===== src/rtl/lsu_pkg.sv =====
// Shared definitions for the load/store unit: RV32I funct3 encodings, FSM states
// and the request legality check used at accept time.
package lsu_pkg;

    localparam logic [2:0] F3_B  = 3'b000;
    localparam logic [2:0] F3_H  = 3'b001;
    localparam logic [2:0] F3_W  = 3'b010;
    localparam logic [2:0] F3_BU = 3'b100;
    localparam logic [2:0] F3_HU = 3'b101;

    typedef enum logic [2:0] {
        IDLE  = 3'd0,
        READ  = 3'd1,
        WAIT  = 3'd2,
        WRITE = 3'd3,
        RESP  = 3'd4,
        ERR   = 3'd5
    } lsu_state_t;

    // True when funct3 names a real access in this direction and the address is naturally aligned.
    function automatic logic access_ok(input logic write, input logic [2:0] funct3, input logic [1:0] lo);
        logic ok;
        ok = 1'b0;
        case (funct3)
            F3_B:    ok = 1'b1;
            F3_H:    ok = ~lo[0];
            F3_W:    ok = (lo == 2'b00);
            F3_BU:   ok = ~write;
            F3_HU:   ok = ~write & ~lo[0];
            default: ok = 1'b0;
        endcase
        return ok;
    endfunction

endpackage


===== src/rtl/lsu_lane_align.sv =====
// Little-endian byte-lane steering: load extract/extend and sub-word store merge.
module lsu_lane_align
    import lsu_pkg::*;
(
    input  logic [1:0]  lane,
    input  logic [2:0]  funct3,
    input  logic [31:0] word,
    input  logic [31:0] wdata,
    output logic [31:0] load_data,
    output logic [31:0] store_data
);

    logic [7:0]  byte_sel;
    logic [15:0] half_sel;

    always_comb begin
        byte_sel = word[{lane, 3'b000} +: 8];
        half_sel = lane[1] ? word[31:16] : word[15:0];

        case (funct3)
            F3_B:    load_data = {{24{byte_sel[7]}}, byte_sel};
            F3_BU:   load_data = {24'h0, byte_sel};
            F3_H:    load_data = {{16{half_sel[15]}}, half_sel};
            F3_HU:   load_data = {16'h0, half_sel};
            default: load_data = word;
        endcase

        // Sub-word stores keep the untouched lanes of the word just read.
        store_data = word;
        case (funct3)
            F3_B: store_data[{lane, 3'b000} +: 8] = wdata[7:0];
            F3_H: begin
                if (lane[1]) store_data[31:16] = wdata[15:0];
                else         store_data[15:0]  = wdata[15:0];
            end
            default: store_data = wdata;
        endcase
    end

endmodule


===== src/rtl/load_store_unit.sv =====
// Data-memory access stage: RV32I loads/stores against a word-wide synchronous RAM,
// with read-modify-write for SB/SH and error reporting for illegal or misaligned requests.
module load_store_unit
    import lsu_pkg::*;
#(
    parameter int ADDR_W = 11,
    parameter int RD_LAT = 1
) (
    input  logic              clockCPU,
    input  logic              reset,
    input  logic              req_valid,
    output logic              req_ready,
    input  logic              req_write,
    input  logic [2:0]        req_funct3,
    input  logic [31:0]       req_addr,
    input  logic [31:0]       req_wdata,
    output logic              done,
    output logic              err,
    output logic [31:0]       rdata,
    output logic [ADDR_W-1:0] mem_addr,
    output logic [31:0]       mem_wdata,
    output logic              mem_rden,
    output logic              mem_wren,
    input  logic [31:0]       mem_q,
    output logic [2:0]        state_dbg
);

    localparam logic [1:0] CNT_INIT = 2'(RD_LAT - 1);

    lsu_state_t  state;
    logic        write_q;
    logic [2:0]  funct3_q;
    logic [1:0]  lane_q;
    logic [31:0] wdata_q;
    logic [1:0]  cnt;
    logic [31:0] load_word;
    logic [31:0] store_word;

    // Address bits above the RAM size are deliberately dropped: accesses wrap.
    logic addr_high_unused;
    assign addr_high_unused = ^req_addr[31:ADDR_W+2];

    assign state_dbg = state;

    lsu_lane_align u_align (
        .lane       (lane_q),
        .funct3     (funct3_q),
        .word       (mem_q),
        .wdata      (wdata_q),
        .load_data  (load_word),
        .store_data (store_word)
    );

    // Handshake: a request transfers on a rising edge where req_valid && req_ready;
    // req_ready is high only in IDLE, so req_valid is ignored while an access is in flight,
    // and done pulses for exactly one cycle per accepted request.
    always_ff @(posedge clockCPU or posedge reset) begin
        if (reset) begin
            state     <= IDLE;
            req_ready <= 1'b1;
            done      <= 1'b0;
            err       <= 1'b0;
            rdata     <= 32'h0;
            mem_addr  <= '0;
            mem_wdata <= 32'h0;
            mem_rden  <= 1'b0;
            mem_wren  <= 1'b0;
            write_q   <= 1'b0;
            funct3_q  <= 3'b000;
            lane_q    <= 2'b00;
            wdata_q   <= 32'h0;
            cnt       <= 2'b00;
        end else begin
            done <= 1'b0;
            err  <= 1'b0;
            case (state)
                IDLE: begin
                    if (req_valid) begin
                        write_q   <= req_write;
                        funct3_q  <= req_funct3;
                        lane_q    <= req_addr[1:0];
                        wdata_q   <= req_wdata;
                        mem_addr  <= req_addr[ADDR_W+1:2];
                        cnt       <= CNT_INIT;
                        req_ready <= 1'b0;
                        if (!access_ok(req_write, req_funct3, req_addr[1:0])) begin
                            state <= ERR;
                            done  <= 1'b1;
                            err   <= 1'b1;
                        end else if (req_write && req_funct3 == F3_W) begin
                            state     <= WRITE;
                            mem_wren  <= 1'b1;
                            mem_wdata <= req_wdata;
                        end else begin
                            state    <= READ;
                            mem_rden <= 1'b1;
                        end
                    end
                end
                READ, WAIT: begin
                    if (cnt == 2'b00) begin
                        mem_rden <= 1'b0;
                        if (write_q) begin
                            state     <= WRITE;
                            mem_wren  <= 1'b1;
                            mem_wdata <= store_word;
                        end else begin
                            state <= RESP;
                            rdata <= load_word;
                            done  <= 1'b1;
                        end
                    end else begin
                        cnt   <= cnt - 2'b01;
                        state <= WAIT;
                    end
                end
                WRITE: begin
                    mem_wren <= 1'b0;
                    done     <= 1'b1;
                    state    <= RESP;
                end
                RESP, ERR: begin
                    req_ready <= 1'b1;
                    state     <= IDLE;
                end
                default: begin
                    mem_rden  <= 1'b0;
                    mem_wren  <= 1'b0;
                    req_ready <= 1'b1;
                    state     <= IDLE;
                end
            endcase
        end
    end

endmodule


===== config.mk =====
export PLATFORM = sky130hd
export DESIGN_NAME = load_store_unit
export DESIGN_NICKNAME = d
export VERILOG_FILES = /design/src/rtl/lsu_pkg.sv /design/src/rtl/lsu_lane_align.sv /design/src/rtl/load_store_unit.sv
export SDC_FILE = /design/constraint.sdc
export NUM_CORES = 1
export LEC_CHECK = 0
export CAP_MARGIN = 20
export CORE_MARGIN = 1.5
export CORE_UTILIZATION = 53
export CTS_BUF_LIST = sky130_fd_sc_hd__clkbuf_8
export DETAILED_ROUTE_END_ITERATION = 7
export GPL_TIMING_DRIVEN = 0
export PLACE_DENSITY = 0.95
export SYNTH_ARGS = -nofsm -noshare
export SYNTH_HDL_FRONTEND = slang
export SYNTH_SLANG_ARGS = --single-unit
export TNS_END_PERCENT = 50

===== constraint.sdc =====
create_clock -name clockCPU -period 9.2 [get_ports clockCPU]
set_input_delay 1.38 -clock clockCPU [delete_from_list [all_inputs] [get_ports clockCPU]]
set_output_delay 1.38 -clock clockCPU [all_outputs]
set_load 0.02 [all_outputs]

# After elaboration in Yosys (flattened, before gate mapping)
# Cells that the tools add are included.
# totals
register_bits	123
input_bits	103
wordCells	106
# op_classes
add_sub_neg	2
n_eq_ne	19
n_shift	3
muxes	43
bitwise	7
n_reduce_logical	18
# ops
op	n
$mux 32	5
$pmux 32 s2	2
$pmux 32 s4	1
$mux 16	3
$bwmux 32	1
$shift 8x7->32 const A	1
$shiftx 32x6->8	1
$shiftx 8x7->32	1
$eq 3x3->1 const B	6
$mux 1	17
$ne 2x2->1 const B	7
$mux 3	4
$reduce_and 6->1	2
$eq 3x1->1 const B	3
$eq 3x2->1 const B	3
$logic_not 3->1	3
$pmux 1 s3	3
$pmux 3 s3	1
$neg 5->7	1
$mux 2	3
$not 1->1	6
$reduce_and 3->1	2
$reduce_or 3->1	2
$pmux 1 s5	1
other kinds (10)	13

# Depth between registers and ports, before layout
# logic_depth
word_depth	8
mapped_depth	9
depth_no_buf	7

# Cells and area by module
# Synthesis repeated with hierarchy kept, for this count alone.
# unflattened
hier_cells	609
hier_area_um2	6643.9
# by_module_without_submodules
mod	n_inst	cells_per_inst	area_per_inst_um2
load_store_unit	1	352	4954.8
lsu_lane_align	1	257	1689.1

# Worst setup path after synthesis
# Ideal clock, no wire load.
# synth_timing
kind	input -> register
start	in req_funct3[2]
end	reg mem_wdata[16]
arrival_time_ps	2706
required_time_ps	9097
path_slack_ps	6390
cell_stages	5
n_path_buf	1
path_cell_list	or4_4 -> nor3_4 -> o21ai_4 -> buf_6 -> o41ai_2
# synth_via
elab_chain_len	6
elab_cells_between_ends	12
# synth_lines
item	line_no	text
from (decl)	load_store_unit.sv:14	input logic [2:0] req_funct3,
$eq 3x3->1 (tied with other cells)	lsu_pkg.sv:24	case (funct3)
$pmux 1 s5	lsu_pkg.sv:24	
$mux 1	load_store_unit.sv:78	if (req_valid) begin
$mux 1	load_store_unit.sv:76	case (state)
$ne 2x2->1 (no line)	-	
$reduce_and 6->1 (no line) (*)	-	
to (signal assigned)	load_store_unit.sv:93	mem_wdata <= req_wdata;
to (signal assigned)	load_store_unit.sv:106	mem_wdata <= store_word;
to (decl)	load_store_unit.sv:21	output logic [31:0] mem_wdata,
# Mark *: on every way between the ends. The rest lies on a longest branch, timed or not. The select of a mux whose other input is x is not followed.
# A chain may end at the register's enable or synchronous reset.

# Worst setup path after layout
# layout_timing
start	reg lane_q[1]
end	reg mem_wdata[6]
# layout_via
elab_chain_len	7
elab_cells_between_ends	9
# layout_lines
item	line_no	text
from (decl)	load_store_unit.sv:33	logic [1:0] lane_q;
from (signal assigned)	load_store_unit.sv:81	lane_q <= req_addr[1:0];
$neg 5->7	lsu_lane_align.sv:31	F3_B: store_data[{lane, 3'b000} +: 8] = wdata[7:0];
$shiftx 8x7->32 / $shift 8x7->32 (equally long branches)	lsu_lane_align.sv:31	
$bwmux 32	lsu_lane_align.sv:31	
$pmux 32 s2 (*)	lsu_lane_align.sv:30	case (funct3)
$mux 32 (*)	load_store_unit.sv:103	if (write_q) begin
$mux 32 (*)	load_store_unit.sv:101	if (cnt == 2'b00) begin
$pmux 32 s2 (*)	load_store_unit.sv:76	
# Marked as above.

==> results.json <==
{
  "status": "finished, violations left",
  "failed_checks": "design-rule violations",
  "start_util": 0.547,
  "wl_per_cell_um": 22.5,
  "fmax_mhz": 308,
  "p_leak_nw": 3.61,
  "io_pins": 186,
  "seq_area_frac_synth": 0.489,
  "avgSynthCellArea_um2": 9.89,
  "cp-startpoint": "lane_q[1]",
  "crit_type": "flop to flop",
  "vias": 6231,
  "hold_slack_ns": 0.471,
  "core_um2": 11500,
  "clock_latency_ns": 0.46,
  "slew_headroom": 0.260,
  "synth-compound-area-share": 0.209,
  "fillers": 781,
  "worstPathRequired_ns": 9.55,
  "synth_top_family_by_area": "compound AO/OA/AOI/OAI gates",
  "die_area_um2": 12500,
  "rsz0062_at_grt": "no",
  "cts_sinks": 123,
  "worst_hold_path_type": "flop to flop",
  "place_area_um2": 8170,
  "ant_nets": 0,
  "tns_ns": 0,
  "port_buffers": 166,
  "post_cts_buffers": 0,
  "antenna_cells": 0,
  "yosysWarnings": 0,
  "grt_usage": 0.361,
  "finalSetupViolations": 0,
  "final_cell_mix": "clkdlybuf4s50_1 (166), dfrtp_1 (122), nand2_1 (82)",
  "drive_above_1_share": 0.135,
  "p_per_area_nw_per_um2": 395,
  "grt_pass1_wl_um": 34700,
  "cp.arrival_ns": 3.60,
  "cts_buffer_depth": 2,
  "nNetsFinal": 932,
  "postRouteWirelength_um": 22000,
  "placementRows": 39,
  "cp-start-kind": "flop",
  "drtIter0Drc": 776,
  "r2r_start": "lane_q[1]",
  "yosysUniqueCellTypes": 62,
  "cts-htree-levels": 4,
  "end_kind": "flop",
  "root_buffer": "clkbuf_8",
  "gp_congestion": 0.962,
  "cts_tree": "yes",
  "grt_max_degree": 65,
  "syn-num-nets": 746,
  "dieHeight_um": 112,
  "tightest_slew_ns": 1.09,
  "regArea_um2": 3080,
  "antenna_found_initial": 0,
  "min_from": "req_ready",
  "ctsResizeCount": 0,
  "synthCells": 637,
  "cap_violations": 0,
  "period_minus_slack_ns": 3.25,
  "syn2layout_area_growth_pct": 36.3,
  "grt_pass1_vias": 6347,
  "synth-simple-area-share": 0.140,
  "synth-main-ff-cell": "dfrtp_1",
  "irDropWorstVdd_v": 0.000241,
  "syn-cell-area_um2": 6300,
  "drc_errors": 16,
  "muxShareOfSynthArea": 0.102,
  "postCtsHoldBufs": 0,
  "dr.pass1.iters": 8,
  "cts_buffers": 17,
  "cp_max_fo": 10,
  "design_area_um2": 8580,
  "layout_commonest_cell": "clkdlybuf4s50_1",
  "multi_input_area_um2": 2930,
  "ys_ff_latch": 123,
  "clk_pin_slew_ns": 0.08,
  "die_w_um": 112,
  "async_reset_ff_frac": 1.00,
  "synthAdderAreaFrac": 0.0119,
  "synth_xor_area_frac": 0.00139,
  "clock_skew_ns": 0.0101,
  "slew_violations": 0,
  "period_share": 0.353,
  "grt.overflow.total": 0,
  "viasPerCell": 6.36,
  "hpwlAfterDp_um": 16300,
  "hold_viol_final": 0,
  "synth-edff-count": 0
}
kinds of logic after synthesis:
group | count (synthesis)
simple gates | 194
compound gates | 191
mux | 57
buf+inv | 65
fa+ha+maj | 6
flops | 123
xor+xnor | 1
where the power goes:
part / internal, mW / switching (mW) / total (mW)
Combinational: 0.797 / 1.06 / 1.86
Sequential: 0.813 / 0.216 / 1.03
Clock: 0.279 / 0.221 / 0.500
Total: 1.89 / 1.50 / 3.39
state kept, by name, summed over array words and instances, names as in the netlist:
signal,count
mem_wdata,32
funct3_q,3
rdata,32
cnt,2
lane_q,2
state_dbg,3
done,1
wdata_q,32
req_ready,1
mem_addr,11
err,1
mem_rden,1
mem_wren,1
write_q,1
metal layers:
layer,up-vias,part of all wire,GRT usage,routed length [um]
met5,-,0,0,0
li1,2697,-,-,-
met2,403,0.48,0.595,10600
met4,0,0.041,0.161,912
met1,3054,0.40,0.459,8750
met3,77,0.082,0.0833,1800
area by class of cell:
cell class                      instances  share of cell area
Sequential cell                       123               0.359
Inverter                               16             0.00758
Clock buffer                           19              0.0305
Clock inverter                         13              0.0176
Multi-Input combinational cell        449               0.341
Buffer                                 49              0.0270
Tap cell                              143              0.0208
Timing Repair Buffer                  167               0.197
stage by stage:
stage / worst slack (ns) / utilization / power [mW] / std cells
detailed placement: 5.64 / 0.709 / 2.85 / 947
global placement: 3.11 / 0.707 / 2.77 / 946
floorplan: 4.55 / - / 2.09 / 637
finish: 5.95 / 0.745 / 3.39 / 979
global route: 5.81 / 0.745 / 3.57 / 979
CTS: 6.03 / 0.745 / 3.36 / 979
final timing paths:
check                               endpoint  slack, ns  depth (start not counted)
worst min register to register     req_ready       0.47                          2
min in group asynchronous           rdata[6]       1.37                          2
worst min-delay path               req_ready       0.47                          2
worst max register to register  mem_wdata[6]       5.95                          6
max in group asynchronous          req_ready       7.09                          3
worst max-delay path            mem_wdata[6]       5.95                          6
critical path, stage by stage (launching register included):
cell and delay [ns]:
dfrtp_1 0.44, buf_2 0.30, clkinv_1 0.36, ha_1 0.46
o311ai_1 0.94, a221oi_1 0.31, o31ai_1 0.33
cells in the mapped netlist (all sizes together), types with 2 or more instances:
master,instances,area (um2)
a211oi,8,60.1
a21o,8,60.1
a21oi,55,287
a221o,3,30.0
a221oi,21,184
a222oi,6,60.1
a22o,11,96.3
a2bb2oi,3,26.3
a311o,2,20.0
a31oi,5,31.3
and3,2,12.5
buf,29,156
clkbuf,20,75.1
dfrtp,122,3050
ha,6,75.1
inv,15,56.3
mux2,47,529
mux2i,9,90.1
nand2,82,308
nand2b,7,43.8
nand3,15,75.1
nand4,5,31.3
nor2,57,221
nor2b,2,12.5
nor3,10,61.3
o21a,2,15.0
o21ai,41,216
o22a,5,43.8
o31ai,8,60.1
o41ai,8,85.1
or2,3,18.8
or3,2,12.5
or4,2,18.8
(Power assumes the default switching activity.)
